## src/rtl/mips_io_pkg.sv

```systemverilog
// Shared encodings and status-word layout for the multi-channel MIPS I/O bridge.
package mips_io_pkg;

   typedef enum logic {
      SEL_DATA = 1'b0,
      SEL_STAT = 1'b1
   } sel_e;

   // Status word layout: {pad, to_flag, wr_err, rd_err, out_full[N-1:0], in_full[N-1:0]}
   localparam int IN_FULL_LSB = 0;

   function automatic int out_full_lsb(int nch);
      return nch;
   endfunction

   function automatic int rd_err_bit(int nch);
      return 2 * nch;
   endfunction

   function automatic int wr_err_bit(int nch);
      return 2 * nch + 1;
   endfunction

   function automatic int to_flag_bit(int nch);
      return 2 * nch + 2;
   endfunction

   // The status word must hold both full vectors plus the three flags.
   function automatic bit status_fits(int bw, int nch);
      return (nch >= 1) && ((2 * nch + 3) <= bw);
   endfunction

endpackage

```

## src/rtl/mips_io_chan.sv

```systemverilog
// One bridge channel: a one-entry input buffer and a one-entry output buffer,
// each behind a valid/ready handshake. The core side pops/loads via strobes
// decoded in the top level.
module mips_io_chan #(
   parameter int BW = 16
) (
   input  logic          clk,
   input  logic          rst,
   input  logic          in_valid_i,
   input  logic [BW-1:0] in_data_i,
   output logic          in_ready_o,
   output logic          in_full_o,
   output logic [BW-1:0] in_word_o,
   input  logic          pop_i,
   input  logic          load_i,
   input  logic [BW-1:0] wdata_i,
   input  logic          out_ready_i,
   output logic          out_valid_o,
   output logic [BW-1:0] out_data_o
);

   logic          in_full_q, in_full_d;
   logic [BW-1:0] in_q, in_d;
   logic          out_full_q, out_full_d;
   logic [BW-1:0] out_q, out_d;

   // Buffer next state: push only into an empty input buffer, so push and pop never coincide.
   // A load on a full output buffer is only issued when it drains in the same cycle.
   always_comb begin
      in_full_d  = in_full_q;
      in_d       = in_q;
      out_full_d = out_full_q;
      out_d      = out_q;
      if (in_valid_i && !in_full_q) begin
         in_full_d = 1'b1;
         in_d      = in_data_i;
      end else if (pop_i) begin
         in_full_d = 1'b0;
      end
      if (load_i) begin
         out_full_d = 1'b1;
         out_d      = wdata_i;
      end else if (out_full_q && out_ready_i) begin
         out_full_d = 1'b0;
      end
   end

   // Buffer registers, cleared (data included) by the asynchronous reset.
   always_ff @(posedge clk or negedge rst) begin
      if (!rst) begin
         in_full_q  <= 1'b0;
         in_q       <= '0;
         out_full_q <= 1'b0;
         out_q      <= '0;
      end else begin
         in_full_q  <= in_full_d;
         in_q       <= in_d;
         out_full_q <= out_full_d;
         out_q      <= out_d;
      end
   end

   assign in_ready_o  = ~in_full_q;
   assign in_full_o   = in_full_q;
   assign in_word_o   = in_q;
   assign out_valid_o = out_full_q;
   assign out_data_o  = out_q;

endmodule

```

## src/rtl/mips_io_bridge.sv

```systemverilog
// Multi-channel I/O bridge for the 16-bit MIPS core: address decode, read mux,
// stall generation with a timeout watchdog, and sticky read-to-clear error flags.
module mips_io_bridge
   import mips_io_pkg::*;
#(
   parameter int BUS_WIDTH     = 16,
   parameter int NUM_CH        = 4,
   parameter int BLOCKING      = 1,
   parameter int STALL_TIMEOUT = 255,
   parameter int AW            = $clog2(NUM_CH) + 1
) (
   input  logic                        clk,
   input  logic                        rst,
   input  logic [AW-1:0]               io_addr,
   input  logic                        io_rd,
   input  logic                        io_wr,
   input  logic [BUS_WIDTH-1:0]        io_wdata,
   output logic [BUS_WIDTH-1:0]        io_rdata,
   output logic                        io_stall,
   input  logic [NUM_CH*BUS_WIDTH-1:0] in_data,
   input  logic [NUM_CH-1:0]           in_valid,
   output logic [NUM_CH-1:0]           in_ready,
   output logic [NUM_CH*BUS_WIDTH-1:0] out_data,
   output logic [NUM_CH-1:0]           out_valid,
   input  logic [NUM_CH-1:0]           out_ready
);

   if (!status_fits(BUS_WIDTH, NUM_CH)) begin : g_bad_cfg
      $error("mips_io_bridge: NUM_CH=%0d needs 2*NUM_CH+3 status bits, BUS_WIDTH=%0d",
             NUM_CH, BUS_WIDTH);
   end

   localparam int   OF_LSB = out_full_lsb(NUM_CH);
   localparam int   RD_BIT = rd_err_bit(NUM_CH);
   localparam int   WR_BIT = wr_err_bit(NUM_CH);
   localparam int   TO_BIT = to_flag_bit(NUM_CH);
   localparam logic BLK    = (BLOCKING != 0);
   localparam int   CW     = (STALL_TIMEOUT > 0) ? $clog2(STALL_TIMEOUT + 1) : 1;
   localparam logic [CW-1:0] TO_VAL = CW'(STALL_TIMEOUT);

   sel_e                        sel;
   int                          ch_idx;
   logic [NUM_CH-1:0]           ch_sel;
   logic                        ch_ok;
   logic [NUM_CH-1:0]           in_full;
   logic [NUM_CH*BUS_WIDTH-1:0] in_q;
   logic [BUS_WIDTH-1:0]        in_word;
   logic [BUS_WIDTH-1:0]        status_word;
   logic                        in_full_sel, out_full_sel, out_ready_sel;
   logic                        rd_data, wr_data, stat_rd;
   logic                        rd_empty, wr_blocked, block_req, expire, force_fail;
   logic                        rd_fail, wr_fail, to_evt;
   logic [NUM_CH-1:0]           pop, load;
   logic                        rd_err_q, rd_err_d;
   logic                        wr_err_q, wr_err_d;
   logic                        to_flag_q, to_flag_d;
   logic [CW-1:0]               stall_cnt_q, stall_cnt_d;

   // Channel index is the address without the sel bit; integer modulo keeps NUM_CH=1 legal.
   assign sel    = sel_e'(io_addr[AW-1]);
   assign ch_idx = int'(io_addr) % (1 << (AW - 1));

   // One-hot channel select plus the selected channel's state; empty for out-of-range indices.
   always_comb begin
      ch_sel        = '0;
      in_word       = '0;
      in_full_sel   = 1'b0;
      out_full_sel  = 1'b0;
      out_ready_sel = 1'b0;
      for (int c = 0; c < NUM_CH; c++) begin
         if (ch_idx == c) begin
            ch_sel[c]     = 1'b1;
            in_word       = in_q[c*BUS_WIDTH +: BUS_WIDTH];
            in_full_sel   = in_full[c];
            out_full_sel  = out_valid[c];
            out_ready_sel = out_ready[c];
         end
      end
   end

   assign ch_ok   = |ch_sel;
   assign rd_data = io_rd & (sel == SEL_DATA) & ch_ok;
   assign wr_data = io_wr & (sel == SEL_DATA) & ch_ok;
   assign stat_rd = io_rd & (sel == SEL_STAT);

   // Stall/watchdog: once the counter reaches the timeout the access completes as a failure.
   assign rd_empty   = rd_data & ~in_full_sel;
   assign wr_blocked = wr_data & out_full_sel & ~out_ready_sel;
   assign block_req  = BLK & (rd_empty | wr_blocked);
   assign expire     = (STALL_TIMEOUT != 0) && (stall_cnt_q == TO_VAL);
   assign io_stall   = rst & block_req & ~expire;
   assign force_fail = ~BLK | expire;
   assign rd_fail    = rd_empty & force_fail;
   assign wr_fail    = wr_blocked & force_fail;
   assign to_evt     = block_req & expire;

   assign pop  = ch_sel & {NUM_CH{rd_data & in_full_sel}};
   assign load = ch_sel & {NUM_CH{wr_data & (~out_full_sel | out_ready_sel)}};

   for (genvar c = 0; c < NUM_CH; c++) begin : g_ch
      mips_io_chan #(
         .BW(BUS_WIDTH)
      ) u_chan (
         .clk         (clk),
         .rst         (rst),
         .in_valid_i  (in_valid[c]),
         .in_data_i   (in_data[c*BUS_WIDTH +: BUS_WIDTH]),
         .in_ready_o  (in_ready[c]),
         .in_full_o   (in_full[c]),
         .in_word_o   (in_q[c*BUS_WIDTH +: BUS_WIDTH]),
         .pop_i       (pop[c]),
         .load_i      (load[c]),
         .wdata_i     (io_wdata),
         .out_ready_i (out_ready[c]),
         .out_valid_o (out_valid[c]),
         .out_data_o  (out_data[c*BUS_WIDTH +: BUS_WIDTH])
      );
   end

   // Status word assembly.
   always_comb begin
      status_word                          = '0;
      status_word[IN_FULL_LSB +: NUM_CH]   = in_full;
      status_word[OF_LSB +: NUM_CH]        = out_valid;
      status_word[RD_BIT]                  = rd_err_q;
      status_word[WR_BIT]                  = wr_err_q;
      status_word[TO_BIT]                  = to_flag_q;
   end

   // Read mux: an empty or stalled data read returns zero.
   always_comb begin
      io_rdata = '0;
      if (stat_rd) begin
         io_rdata = status_word;
      end else if (rd_data && in_full_sel) begin
         io_rdata = in_word;
      end
   end

   // Flag and counter next state: a same-cycle error event wins over the clearing status read.
   always_comb begin
      rd_err_d    = (rd_err_q & ~stat_rd) | rd_fail;
      wr_err_d    = (wr_err_q & ~stat_rd) | wr_fail;
      to_flag_d   = (to_flag_q & ~stat_rd) | to_evt;
      stall_cnt_d = io_stall ? stall_cnt_q + 1'b1 : '0;
   end

   // Flag and watchdog registers.
   always_ff @(posedge clk or negedge rst) begin
      if (!rst) begin
         rd_err_q    <= 1'b0;
         wr_err_q    <= 1'b0;
         to_flag_q   <= 1'b0;
         stall_cnt_q <= '0;
      end else begin
         rd_err_q    <= rd_err_d;
         wr_err_q    <= wr_err_d;
         to_flag_q   <= to_flag_d;
         stall_cnt_q <= stall_cnt_d;
      end
   end

endmodule

```

## config.mk

```make
export PLATFORM = sky130hd
export DESIGN_NAME = mips_io_bridge
export DESIGN_NICKNAME = d
export VERILOG_FILES = /design/src/rtl/mips_io_pkg.sv /design/src/rtl/mips_io_chan.sv /design/src/rtl/mips_io_bridge.sv
export SDC_FILE = /design/constraint.sdc
export NUM_CORES = 1
export LEC_CHECK = 0
export CORE_MARGIN = 2
export CORE_UTILIZATION = 45
export CTS_CLUSTER_SIZE = 8
export DETAILED_ROUTE_END_ITERATION = 8
export PLACE_DENSITY = 0.88
export SYNTH_ARGS = -nofsm -noshare
export SYNTH_HDL_FRONTEND = slang
export SYNTH_SLANG_ARGS = --single-unit
export TNS_END_PERCENT = 1
```

## constraint.sdc

```tcl
create_clock -name clk -period 3.4 [get_ports clk]
set_clock_uncertainty 0.2 [all_clocks]
set_input_delay 0.85 -clock clk [delete_from_list [all_inputs] [get_ports clk]]
set_output_delay 0.85 -clock clk [all_outputs]
set_load 0.01 [all_outputs]
```

==> run summary, run 1 <==
met3 WL = 927 um
largest cells by area after synthesis = dfrtp_1 57%, mux2_2 22%, mux4_2 5.6%, buf_4 1.3%, inv_1 0.94%
Worst Hold End = to_flag_q$_DFF_PN0_
worst endpoint required time = 2350 ps
Post-synth EDFFs = 0
syn_area_per_cell = 14.8 um^2
fmax = 297 MHz
Worst setup EP type = output port
die width = 123 um
Layout fillers = 996
# hold bufs at CTS = 0
Synth Register Bits = 147
Final period util = 99.0%
register-to-register setup slack = 1400 ps
CTS Buf Count = 17
Worst Setup Start Kind = primary input
post-synthesis cell count = 432
final WL = 16800 um
Root Buffer = clkbuf_16
Synth top area share = 57.3%
initial antenna violation count = 2
Post-CTS Setup Bufs = 0
Slew @ Worst Pin = 1090 ps
area occupied by multi-input gates = 0.00252 mm^2
most common cell after layout, fill and taps aside = clkdlybuf4s50_1
Core Box Area = 0.0139 mm^2
Hold Crit Start = to_flag_q$_DFF_PN0_
final count of pins violating max slew = 0
status = completed
via/cell ratio = 5.30
worst-path cell chain = buf_2 -> mux2_4 -> mux2i_1 -> or3b_4 -> buf_6 -> and2b_1 -> clkdlybuf4s15_2
crit path kind = in -> out
WL per Instance = 20.5 um
Slew HR = 27.1%
endpoints failing hold = 0
Die Y = 123 um
crit path max fanout = 11
largest area contributor in the netlist = dfrtp_1
DRT iter0 DRCs = 217
clk buf depth = 2
Top Layer Used = met4
Tot GR Track Use = 23.4%
most used flip-flop cell after synthesis = dfrtp_1
first-pass GRT wire length = 25900 um
nets = 723
Async SR Flop Fraction = 100%
leakage power = 3.90 nW
Layout area overhead = 42.3%
dpl hpwl = 12200 um
router iterations before antenna repair = 4
commonest non-fill, non-tap cells in the layout = 161 x clkdlybuf4s50_1, 147 x dfrtp_1, 128 x mux2_2
RD Place Congestion = 0.831
Synth cell types = 38
post-synthesis sequential area ratio = 57.3%
max_cap viols = 0
port buffer count = 183
CP max-delay cell = or3b_4
Mapped Area = 0.00641 mm^2
M1 WL = 6270 um
arrival time worst endpoint = 2320 ps
reg2reg end = g_ch[3].u_chan.out_data_o[2]$_DFFE_PN0P_
Post-Syn Nets = 528
largest net degree at the start of global routing = 89
vias = 4354
clock sink count = 147
cell area after layout = 0.00913 mm^2
hold-critical path depth = 2
Tightest Hold Check Type = reg -> reg
H-Tree Depth = 4
final design utilization = 65.7%
Peak VDD IR = 0.567 mV
RSZ-0062 raised after global routing = true
# rows = 43
die area = 0.0152 mm^2
DRT antenna net count = 0
r2r worst-path depth = 3
# IOs = 184
DR WL met2 = 9070 um
share of cells above drive strength 1 = 36.3%
CTS tree = built
Initial Util = 46.2%
DRC errors left = 0
Synth warnings = 0
count of final setup violators = 0
CTS clk-pin slew, worst paths = 60 ps
grt total ovfl = 0
total power divided by cell area = 735 mW/mm^2
vias in the first global route = 4768
Clock Latency Late Sink = 420 ps
Period minus WS final = 3370 ps
Area after DPL = 0.00846 mm^2
Largest stage delay, worst path = 390 ps
reg2reg start = g_ch[3].u_chan.out_valid_o$_DFFE_PN0P_
FF+latch area = 0.00368 mm^2
cells by family (layout without fill, tap and decap cells):
family / count (synthesis) / in the layout / share of synthesized area (%)
DFF: 147 / 147 / 57.3
muxes: 147 / 147 / 28.7
adders and majority gates: 1 / 1 / 0.195
other: 0 / 1 / 0
buffers and inverters: 45 / 253 / 3.82
and+or+nand+nor: 65 / 65 / 6.42
AOI/OAI and AO/OA: 21 / 21 / 2.69
xor gates and xnor gates: 6 / 6 / 0.819
where the power goes:
part           total [mW]  internal (mW)  switching (mW)  leakage, nW
Combinational        1.98           1.24           0.742         1.83
Clock                2.04           1.32           0.723        0.308
Sequential           2.68           2.34           0.342         1.77
layout make-up:
type	instances	share of cell area, %
inverter	16	0.658
antenna	1	0.0274
tap	180	2.47
multi-input combinational	240	27.6
timing repair buffer	205	21.8
sequential	147	40.3
clock inverter	14	2.29
clock buffer	18	4.81
worst max-delay path: cells and delay by family:
kind | cells | cell delay, ps
AND/OR/NAND/NOR | 2 | 600
multiplexers | 2 | 310
buffers and inverters | 3 | 550
state kept, by name, indices dropped and copies added (netlist names):
signal                   flops
rd_err_q                     1
stall_cnt_q                  8
g_ch.u_chan.out_valid_o      4
g_ch.u_chan.in_full_o        4
wr_err_q                     1
g_ch.u_chan.out_data_o      64
to_flag_q                    1
g_ch.u_chan.in_word_o       64
metal layers:
metal	vias up	GRT usage [%]
li1	1928	-
met2	147	40.4
met4	0	10.4
met3	30	6.23
met5	-	0
met1	2249	27.2
repair_timing:
action / CTS / global route
resized for setup: 30 / 13
pin swaps: 0 / 1
endpoints found under the setup margin: 17 / 17
worst max-delay path by stage:
stage	end	from	slack, ps
after floorplan	io_rdata[10]	io_addr[0]	330
after global placement	io_rdata[12]	io_addr[1]	-420
after detailed placement	io_rdata[11]	io_addr[1]	-490
after CTS	io_rdata[12]	io_rd	1
after global routing	io_rdata[11]	io_addr[0]	-9
final	io_rdata[13]	io_addr[0]	30
synthesized netlist by cell type (2+ instances only):
master,count
dfrtp_1,147
mux2_2,128
inv_1,16
mux4_2,16
nand2_1,16
buf_4,11
buf_2,10
nand2b_1,8
nor2b_1,7
nor3_1,7
o21ai_0,7
o21ai_2,6
and2b_1,5
xor2_1,5
nand3_1,4
o22ai_2,4
buf_1,3
buf_6,3
clkbuf_1,2
mux2_4,2
nand3b_1,2
nand4_1,2
nand4_2,2
nor3b_1,2
nor4_4,2
or2_2,2
or3b_1,2
per-stage QoR:
step / TNS, ps / setup slack, ps / hold WS, ps / std cells / power [mW]
floorplan: 0 / 334 / 246 / 432 / 3.78
global route: -9.28 / -9.28 / 307 / 821 / 7.03
finish: 0 / 34.6 / 284 / 821 / 6.71
global placement: -6250 / -419 / 260 / 788 / 4.58
CTS: 0 / 1.17 / 282 / 820 / 6.75
detailed placement: -6990 / -489 / 268 / 788 / 4.70
Power figures use the tool's default switching activity.
==> inputs of run 2 (changes only) <==
- CORE_MARGIN: 2 -> not set
==> run 2 against run 1 <==
  * Combinational power is essentially flat
  * Register-to-register slack lost 20 ps
  * Sequential power is essentially flat
  * First-iteration DRC count shrank 3.2%
  * Via count grew 0.11%
  * Routed wire length shrank 2.6%
  * Sequential share of layout area is essentially flat
  * Cell count grew 0.49%
  * Clock power grew 3%
  * Non-clock buffer count grew 4
  * Die area shrank 3.2%
  * Global-route usage grew 0.65 points
==> run summary, run 2 (synthesis results as in run 1) <==
status = completed (unchanged)
count of final setup violators = 0 (unchanged)
# placed instances = 792 (was 788)
grt total ovfl = 0 (unchanged)
Die Y = 121 um (was 123 um)
# IOs = 184 (unchanged)
Tightest Hold Check Type = reg -> reg (unchanged)
arrival time worst endpoint = 2300 ps (was 2320 ps)
commonest non-fill, non-tap cells in the layout = 161 x clkdlybuf4s50_1, 147 x dfrtp_1, 128 x mux2_2 (unchanged)
WL per Instance = 19.9 um (was 20.5 um)
final count of pins violating max slew = 0 (unchanged)
initial antenna violation count = 1 (was 2)
Clock Latency Late Sink = 420 ps (about the same)
Worst Setup Start Kind = primary input (unchanged)
endpoints failing hold = 0 (unchanged)
first-pass GRT wire length = 25900 um (about the same)
largest net degree at the start of global routing = 88 (was 89)
Layout fillers = 982 (was 996)
final std cells w/o fill = 825 (was 821)
# rows = 43 (unchanged)
most common cell after layout, fill and taps aside = clkdlybuf4s50_1 (unchanged)
clk buf depth = 2 (unchanged)
worst endpoint required time = 2350 ps (about the same)
vias in the first global route = 4844 (was 4768)
crit path kind = in -> out (unchanged)
Area after DPL = 0.00848 mm^2 (was 0.00846 mm^2)
reg2reg end = g_ch[3].u_chan.out_data_o[15]$_DFFE_PN0P_ (was g_ch[3].u_chan.out_data_o[2]$_DFFE_PN0P_)
Core Box Area = 0.0139 mm^2 (unchanged)
fmax = 299 MHz (was 297 MHz)
port buffer count = 183 (unchanged)
register-to-register setup slack = 1380 ps (was 1400 ps)
reg2reg start = g_ch[3].u_chan.out_valid_o$_DFFE_PN0P_ (unchanged)
FF+latch area = 0.00368 mm^2 (unchanged)
CTS clk-pin slew, worst paths = 60 ps (about the same)
leakage power = 3.92 nW (was 3.90 nW)
CTS tree = built (unchanged)
r2r worst-path depth = 3 (unchanged)
Worst setup EP type = output port (unchanged)
Layout area overhead = 42.4% (was 42.3%)
DRC errors left = 0 (unchanged)
RSZ-0062 raised after global routing = false (was true)
hold-critical path depth = 2 (unchanged)
Slew HR = 26.5% (was 27.1%)
Period minus WS final = 3350 ps (was 3370 ps)
clock sink count = 147 (unchanged)
die width = 121 um (was 123 um)
Post-CTS Setup Bufs = 0 (unchanged)
DRT iter0 DRCs = 210 (was 217)
nets = 727 (was 723)
max_cap viols = 0 (unchanged)
Final period util = 98.4% (was 99.0%)
Peak VDD IR = 0.426 mV (was 0.567 mV)
die area = 0.0147 mm^2 (was 0.0152 mm^2)
DRT antenna net count = 0 (unchanged)
H-Tree Depth = 4 (unchanged)
cell area after layout = 0.00914 mm^2 (was 0.00913 mm^2)
crit path max fanout = 5 (was 11)
RD Place Congestion = 0.823 (was 0.831)
dpl hpwl = 11700 um (was 12200 um)
Worst Hold End = to_flag_q$_DFF_PN0_ (unchanged)
router iterations before antenna repair = 4 (unchanged)
Initial Util = 46.2% (unchanged)
vias = 4359 (was 4354)
Slew @ Worst Pin = 1100 ps (was 1090 ps)
share of cells above drive strength 1 = 34.8% (was 36.3%)
total power divided by cell area = 740 mW/mm^2 (was 735 mW/mm^2)
CTS Buf Count = 17 (unchanged)
area occupied by multi-input gates = 0.00250 mm^2 (was 0.00252 mm^2)
via/cell ratio = 5.28 (was 5.30)
Hold Crit Start = to_flag_q$_DFF_PN0_ (unchanged)
Root Buffer = clkbuf_16 (unchanged)
Tot GR Track Use = 24.0% (was 23.4%)
final WL = 16400 um (was 16800 um)
## run 2: cell count changes in the layout (fill, tap and decap cells not counted), moves of 4 or more
cell	delta
dlygate4sd2_1	+4
nor2b_2	-4
nor2b_1	+4
buf_4	+6
## run 2: power breakdown
part | internal, mW | switching (mW)
registers | 2.34 | 0.328
clock network | 1.41 | 0.692
logic | 1.25 | 0.743
## run 2: metal layers
layer | part of all wire (%) | track usage (%)
met1 | 39 | 28.3
met2 | 54 | 41.1
met3 | 3.7 | 5.45
met4 | 3.6 | 11.9
met5 | 0 | 0
## run 2: timing repair
item | in CTS | in global routing
hold buffers | 0 | 0
pin swaps | 0 | 1
endpoints found under the setup margin | 17 | 6
hold endpoints to repair | 0 | 0
gates resized for setup | 24 | 9
## run 2: layout make-up
type                            instances  share of cell area (%)
Tap cell                              180                    2.47
Sequential cell                       147                    40.3
Multi-Input combinational cell        240                    27.4
Clock inverter                         10                    2.22
Inverter                               16                   0.657
Antenna cell                            1                  0.0274
Clock buffer                           22                    5.08
Timing Repair Buffer                  209                    21.9
## run 2: worst max path at each step
stage / slack (ps) / cells past startpoint / end / start
after floorplan: 330 / 7 / io_rdata[10] / io_addr[0]
after global placement: -490 / 6 / io_rdata[4] / io_addr[1]
after detailed placement: -510 / 6 / io_rdata[4] / io_addr[1]
after CTS: 40 / 7 / io_rdata[12] / io_addr[0]
after global routing: 10 / 7 / io_rdata[12] / io_addr[0]
final: 50 / 7 / io_rdata[6] / io_addr[0]
## run 2: through the flow
step | TNS, ps | total power, mW | util, % | setup slack [ps] | hold WS, ps
6_report | 0 | 6.76 | 65.8 | 54.9 | 284
5_1_grt | 0 | 7.09 | 65.8 | 10.5 | 307
4_1_cts | 0 | 6.82 | 65.8 | 37.2 | 282
3_5_place_dp | -7530 | 4.70 | 61.1 | -509 | 269
3_3_place_gp | -7030 | 4.58 | 61.1 | -494 | 261
2_1_floorplan | 0 | 3.78 | - | 334 | 246
## run 2: critical path, stage by stage
cell and delay [ps]:
buf_2 150, mux2_4 220, mux2i_1 70, or3b_4 390, buf_4 170, o21ai_2 160
dlygate4sd2_1 280
